===== config.mk =====
export PLATFORM = sky130hd
export DESIGN_NAME = bus_arb_router
export DESIGN_NICKNAME = d
export VERILOG_FILES = /design/src/rtl/bus_pkg.sv /design/src/rtl/rr_arbiter.sv /design/src/rtl/bus_arb_router.sv
export SDC_FILE = /design/constraint.sdc
export NUM_CORES = 1
export LEC_CHECK = 0
export CAP_MARGIN = 20
export CORE_ASPECT_RATIO = 1.2
export CORE_MARGIN = 2
export CORE_UTILIZATION = 42
export CTS_BUF_LIST = sky130_fd_sc_hd__clkbuf_8
export DETAILED_ROUTE_END_ITERATION = 8
export PLACE_DENSITY = 0.76
export REMOVE_ABC_BUFFERS = 1
export SLEW_MARGIN = 20
export SYNTH_ARGS = -nofsm -noshare
export SYNTH_HDL_FRONTEND = slang
export SYNTH_SLANG_ARGS = --single-unit

===== constraint.sdc =====
create_clock -name clk -period 3.5 [get_ports clk]
set_input_delay 0.7 -clock clk [delete_from_list [all_inputs] [get_ports clk]]
set_output_delay 0.7 -clock clk [all_outputs]
set_load 0.005 [all_outputs]

===== src/rtl/bus_pkg.sv =====
// Shared definitions for the bus arbiter/router: FSM states, ID width and
// the default broadcast destination.
package bus_pkg;

  localparam int ID_W  = 8;
  localparam int CNT_W = 16;

  localparam logic [ID_W-1:0] BCAST_ID_DEFAULT = 8'hFF;

  typedef enum logic [1:0] {
    ST_IDLE  = 2'd0,
    ST_POP   = 2'd1,
    ST_ROUTE = 2'd2
  } state_e;

  // Counter increment that sticks at all-ones instead of wrapping.
  function automatic logic [CNT_W-1:0] sat_inc(input logic [CNT_W-1:0] v);
    return (v == '1) ? v : v + CNT_W'(1);
  endfunction

endpackage


===== src/rtl/rr_arbiter.sv =====
// Combinational grant selection: round-robin starting after the last grant,
// or fixed priority where the lowest requesting index wins.
module rr_arbiter #(
  parameter int N = 4
) (
  input  logic [N-1:0]         req_i,
  input  logic [$clog2(N)-1:0] last_i,
  input  logic                 mode_i,
  output logic [$clog2(N)-1:0] grant_o,
  output logic                 valid_o
);

  localparam int GW = $clog2(N);

  always_comb begin : search
    int idx;
    // NOTE: every output and local gets a default before any branch, so no
    // path leaves a value unassigned and no latch is inferred.
    grant_o = '0;
    valid_o = 1'b0;
    idx     = 0;
    if (mode_i) begin
      for (int off = 1; off <= N; off++) begin
        idx = int'(last_i) + off;
        if (idx >= N) idx = idx - N;
        if (!valid_o && req_i[idx]) begin
          grant_o = GW'(idx);
          valid_o = 1'b1;
        end
      end
    end else begin
      // Walk downward so the last hit, the lowest index, is the one kept.
      for (int i = N - 1; i >= 0; i--) begin
        if (req_i[i]) begin
          grant_o = GW'(i);
          valid_o = 1'b1;
        end
      end
    end
  end

endmodule


===== src/rtl/bus_arb_router.sv =====
// Arbitrated packet router: one driver is granted, its head packet popped one
// cycle later and pushed to the destination driver(s) the cycle after that.
module bus_arb_router
  import bus_pkg::*;
#(
  parameter int              drvrs     = 4,
  parameter int              pckg_sz   = 16,
  parameter logic [ID_W-1:0] broadcast = BCAST_ID_DEFAULT,
  parameter int              rr_mode   = 1
) (
  input  logic                          clk,
  input  logic                          reset,
  input  logic [drvrs-1:0]              pndng,
  input  logic [drvrs-1:0][pckg_sz-1:0] D_pop,
  output logic [drvrs-1:0]              pop,
  output logic [drvrs-1:0]              push,
  output logic [drvrs-1:0][pckg_sz-1:0] D_push,
  output logic                          busy,
  output logic [$clog2(drvrs)-1:0]      grant_id,
  output logic [CNT_W-1:0]              drop_cnt
);

  localparam int GW = $clog2(drvrs);

  state_e                        state_q;
  logic [drvrs-1:0]              pop_q;
  logic [drvrs-1:0]              push_q;
  logic [drvrs-1:0][pckg_sz-1:0] d_push_q;
  logic                          busy_q;
  logic [GW-1:0]                 grant_q;
  logic [GW-1:0]                 rr_last_q;
  logic [pckg_sz-1:0]            pkt_q;
  logic [CNT_W-1:0]              drop_cnt_q;

  logic [GW-1:0]    arb_grant;
  logic             arb_valid;
  logic [ID_W-1:0]  dest;
  logic [GW-1:0]    dest_idx;
  logic             dest_in_range;
  logic [drvrs-1:0] route_mask_d;
  logic             drop_d;

  rr_arbiter #(
    .N (drvrs)
  ) u_arb (
    .req_i   (pndng),
    .last_i  (rr_last_q),
    .mode_i  (rr_mode != 0),
    .grant_o (arb_grant),
    .valid_o (arb_valid)
  );

  // Destination decode of the captured packet; an empty mask means drop.
  assign dest          = pkt_q[pckg_sz-1 -: ID_W];
  assign dest_idx      = dest[GW-1:0];
  assign dest_in_range = int'(dest) < drvrs;

  always_comb begin
    route_mask_d = '0;
    if (dest == broadcast) begin
      route_mask_d           = '1;
      route_mask_d[grant_q]  = 1'b0;
    end else if (dest_in_range && (dest_idx != grant_q)) begin
      route_mask_d[dest_idx] = 1'b1;
    end
  end

  assign drop_d = (route_mask_d == '0);

  // NOTE: sequential state uses non-blocking assignments only, so every
  // register samples the pre-edge values regardless of statement order.
  always_ff @(posedge clk or posedge reset) begin
    if (reset) begin
      state_q    <= ST_IDLE;
      pop_q      <= '0;
      push_q     <= '0;
      d_push_q   <= '0;
      busy_q     <= 1'b0;
      grant_q    <= '0;
      rr_last_q  <= GW'(drvrs - 1);
      // NOTE: the packet register is reset on purpose so a packet caught
      // mid-flight can never reappear after reset is released.
      pkt_q      <= '0;
      drop_cnt_q <= '0;
    end else begin
      pop_q    <= '0;
      push_q   <= '0;
      d_push_q <= '0;
      case (state_q)
        ST_IDLE: begin
          if (arb_valid) begin
            grant_q   <= arb_grant;
            rr_last_q <= arb_grant;
            busy_q    <= 1'b1;
            state_q   <= ST_POP;
          end
        end
        ST_POP: begin
          // The FIFO may have emptied since the grant; abandon quietly.
          if (pndng[grant_q]) begin
            pop_q[grant_q] <= 1'b1;
            pkt_q          <= D_pop[grant_q];
            state_q        <= ST_ROUTE;
          end else begin
            busy_q  <= 1'b0;
            state_q <= ST_IDLE;
          end
        end
        ST_ROUTE: begin
          push_q <= route_mask_d;
          for (int d = 0; d < drvrs; d++) begin
            if (route_mask_d[d]) d_push_q[d] <= pkt_q;
          end
          if (drop_d) drop_cnt_q <= sat_inc(drop_cnt_q);
          busy_q  <= 1'b0;
          state_q <= ST_IDLE;
        end
        default: begin
          busy_q  <= 1'b0;
          state_q <= ST_IDLE;
        end
      endcase
    end
  end

  assign pop      = pop_q;
  assign push     = push_q;
  assign D_push   = d_push_q;
  assign busy     = busy_q;
  assign grant_id = grant_q;
  assign drop_cnt = drop_cnt_q;

  a_pop_push_excl : assert property (@(posedge clk) disable iff (reset)
    !((|pop) && (|push)));
  a_pop_onehot : assert property (@(posedge clk) disable iff (reset)
    $onehot0(pop));

endmodule


==> results_dict.tcl <==
set metrics [dict create \
    wl_per_cell_um 16.2 \
    final_core_util 0.606 \
    drc 0 \
    internal_power_uw 2340 \
    p_seq_frac 0.490 \
    fp.dieArea_mm2 0.0115 \
    ant_nets 0 \
    leakage_uw 0.00271 \
    fin_ws_ns 1.08 \
    min_path_type "flip-flop to flip-flop" \
    min_period_ns 2.42 \
    numPortBuffers 160 \
    max_freq_mhz 414 \
    report.final.slew_viol_count 0 \
    antenna_found_initial 0 \
    place.gp.congestion 0.820 \
    grt_pass1_vias 3338 \
    place_ws_ns 0.904 \
    post_cts_buffers 0 \
    finalClockSkew_ns 0.00665 \
    critPathMaxStageDelay_ns 0.57 \
    cts-root-buf "clkbuf_8" \
    clk-insertion-delay-late_ns 0.37 \
    yosys_warnings 0 \
    postSynthCellCount 345 \
    grt_use_total 0.190 \
    core_area_mm2 0.0105 \
    viasPerCell 5.12 \
    worstSetupPathType "flip-flop to output port" \
    grt_remaining_overflow 0 \
    grt_pass1_wl_um 16700 \
    ys_async_sr_fraction 1.00 \
    cp_max_fo 10 \
    num_vias 3247 \
    maxCapViolCount 0 \
    cp.required_ns 2.80 \
    syn_avg_cell_area_um2 13.0 \
    finalSetupViolCount 0 \
    cts_tree "built" \
    finalSetupTns_ns 0 \
    holdBufCountCts 0 \
    ios 161 \
    final_nets 573 \
    powerDensity_mw_per_mm2 545 \
    final_area_mm2 0.00634 \
    start_util 0.427 \
    antennaDiodeCount 0 \
    finalHoldViolations 0 \
    tightest_slew_ns 0.925 \
    cts_buffer_depth 2 \
    relSlewSlack 0.382 \
    period_share 0.691 \
    arrival_ns 1.72 \
    area_growth_pct 41.8 \
    htree_levels 3 \
    rsz0062_at_grt "false" \
    grt_max_degree 64 \
    post_cts_resized 0 \
    ys_seq_area_frac 0.622 \
    first_pass_iters 4 \
    pwr-share-comb 0.327 \
    wirelength_um 10300 \
    drtIter0Drc 106 \
    power_switching_uw 1110 \
    clkTransAtPathRegs_ns 0.09 \
    cp_cell_sequence "buf_4, clkdlybuf4s50_1" \
    synth_edf_count 0 \
    cts.sinks 111 \
    ys_seq_elements 111 \
    start_kind "flip-flop" \
    synthFlopType "dfrtp_1" \
    worst-path-buf-inv 2 \
    crit_family "buffers and inverters" \
    syn-cell-area_mm2 0.00447 \
    row_count 41 \
    p_clk_frac 0.183 \
    cts_buffers 9 \
    switching_share 0.322 \
    status "completed" \
    drive_above_1_share 0.121 \
    die_h_um 117 \
    vdd_drop_max_v 0.000331 \
    crit_slowest_cell "dfrtp_1" \
    nFillCells 856 \
    end_kind "output port" \
    die_w_um 98.2 \
    place_hpwl_um 7670 \
    synth_cell_types 45 \
    placed_cell_area_mm2 0.00619 \
]
[power by group through the flow]
stage          sequential, uW  clock, uW  combinational [uW]
2_1_floorplan            1710          0                 693
3_3_place_gp             1700          0                1110
3_5_place_dp             1720          0                1150
4_1_cts                  1700        651                1160
5_1_grt                  1730        708                1240
6_report                 1690        632                1130
[stage by stage]
stage / hold WS, ns / cells / total power (uW)
2_1_floorplan: 0.445 / 324 / 2400
3_3_place_gp: 0.483 / 620 / 2820
3_5_place_dp: 0.490 / 620 / 2870
4_1_cts: 0.508 / 634 / 3500
5_1_grt: 0.528 / 634 / 3680
6_report: 0.502 / 634 / 3450
[cell type report]
type,count,area [um^2],share of cell area
inverter,6,25.0,0.00395
multi-input combinational,207,1560,0.246
tap,129,161,0.0255
sequential,111,2780,0.439
timing repair buffer,167,1670,0.263
clock inverter,5,22.5,0.00355
clock buffer,9,124,0.0195
[cells in the final DEF, fill, tap and decap left out, drive strengths merged, types with 2 or more instances in the layout]
| cell type | n |
|---|---|
| buf | 7 |
| o21ai | 3 |
| inv | 10 |
| nand3 | 11 |
| nor2 | 63 |
| mux2i | 3 |
| nor4 | 4 |
| dfrtp | 109 |
| dfstp | 2 |
| xnor2 | 11 |
| a21o | 3 |
| nor3 | 2 |
| xor2 | 6 |
| nand2b | 4 |
| a21oi | 4 |
| clkdlybuf4s50 | 160 |
| and3 | 5 |
| nand4 | 5 |
| and4 | 4 |
| clkbuf | 9 |
| mux2 | 17 |
| and2 | 16 |
| mux4 | 17 |
| a211oi | 3 |
| nand2 | 15 |
[logic make-up (layout without fill, tap and decap cells)]
kind of cell             Yosys count  count (layout)  synth area share
adder cells (fa/ha/maj)            1               1           0.00280
multiplexers                      37              37             0.135
XOR/XNOR                          17              17            0.0333
flip-flops                       111             111             0.622
AO/OA/AOI/OAI                     18              18            0.0288
buffers and inverters             27             187            0.0294
AND/OR/NAND/NOR                  134             134             0.149
[flip-flops by register name (all words and copies together), names as in the netlist]
signal and cells:
D_push 64, grant_id 2, drop_cnt 16, push 4, pkt_q 16, state_q 2
rr_last_q 2, busy 1, pop 4
[synth_stat cells, types with 2 or more instances]
cell | number | area share
a21o_1 | 3 | 0.0050
buf_4 | 3 | 0.0050
dfstp_2 | 2 | 0.012
nand2_1 | 14 | 0.012
and2_1 | 16 | 0.022
nand2b_1 | 4 | 0.0056
and4_1 | 4 | 0.0078
nand3_1 | 10 | 0.011
mux2i_1 | 3 | 0.0067
xor2_1 | 6 | 0.012
o21ai_0 | 2 | 0.0022
nor4_1 | 4 | 0.0056
mux2_2 | 17 | 0.043
inv_1 | 5 | 0.0042
xnor2_1 | 11 | 0.022
mux4_2 | 17 | 0.086
buf_2 | 8 | 0.0090
a21oi_1 | 4 | 0.0045
nor2_1 | 63 | 0.053
clkbuf_1 | 7 | 0.0059
dfrtp_1 | 109 | 0.61
nand4_1 | 5 | 0.0070
a211oi_1 | 2 | 0.0034
nor3_1 | 2 | 0.0022
and3_1 | 4 | 0.0056
[metal layers]
layer  track usage  routed length [um]  vias to the layer above
met4         0.101                 373                        0
met3        0.0439                 576                       24
met5             0                   0                        -
met2         0.338                5400                      110
li1              -                   -                     1480
met1         0.215                3920                     1633
[worst reg2reg max path, cell delays in order, from the launching register on]
cell and delay [ns]:
dfrtp_1 0.57, buf_4 0.26, xor2_1 0.19, o211ai_2 0.18, a211oi_2 0.81, and2_1 0.24
[worst paths after layout]
| kind | to | slack [ns] | startpoint | cells after the start |
|---|---|---|---|---|
| max reg2reg | D_push[55] | 1.21 | grant_id[1] | 5 |
| max in group asynchronous | D_push[0] | 2.02 | reset | 3 |
| max | grant_id[1] | 1.08 | grant_id[1] | 2 |
| min reg2reg | busy | 0.50 | state_q[1] | 1 |
| min | busy | 0.50 | state_q[1] | 1 |
| min in group asynchronous | D_push[28] | 0.82 | reset | 2 |
No activity file was read; power rests on OpenSTA's default activity.
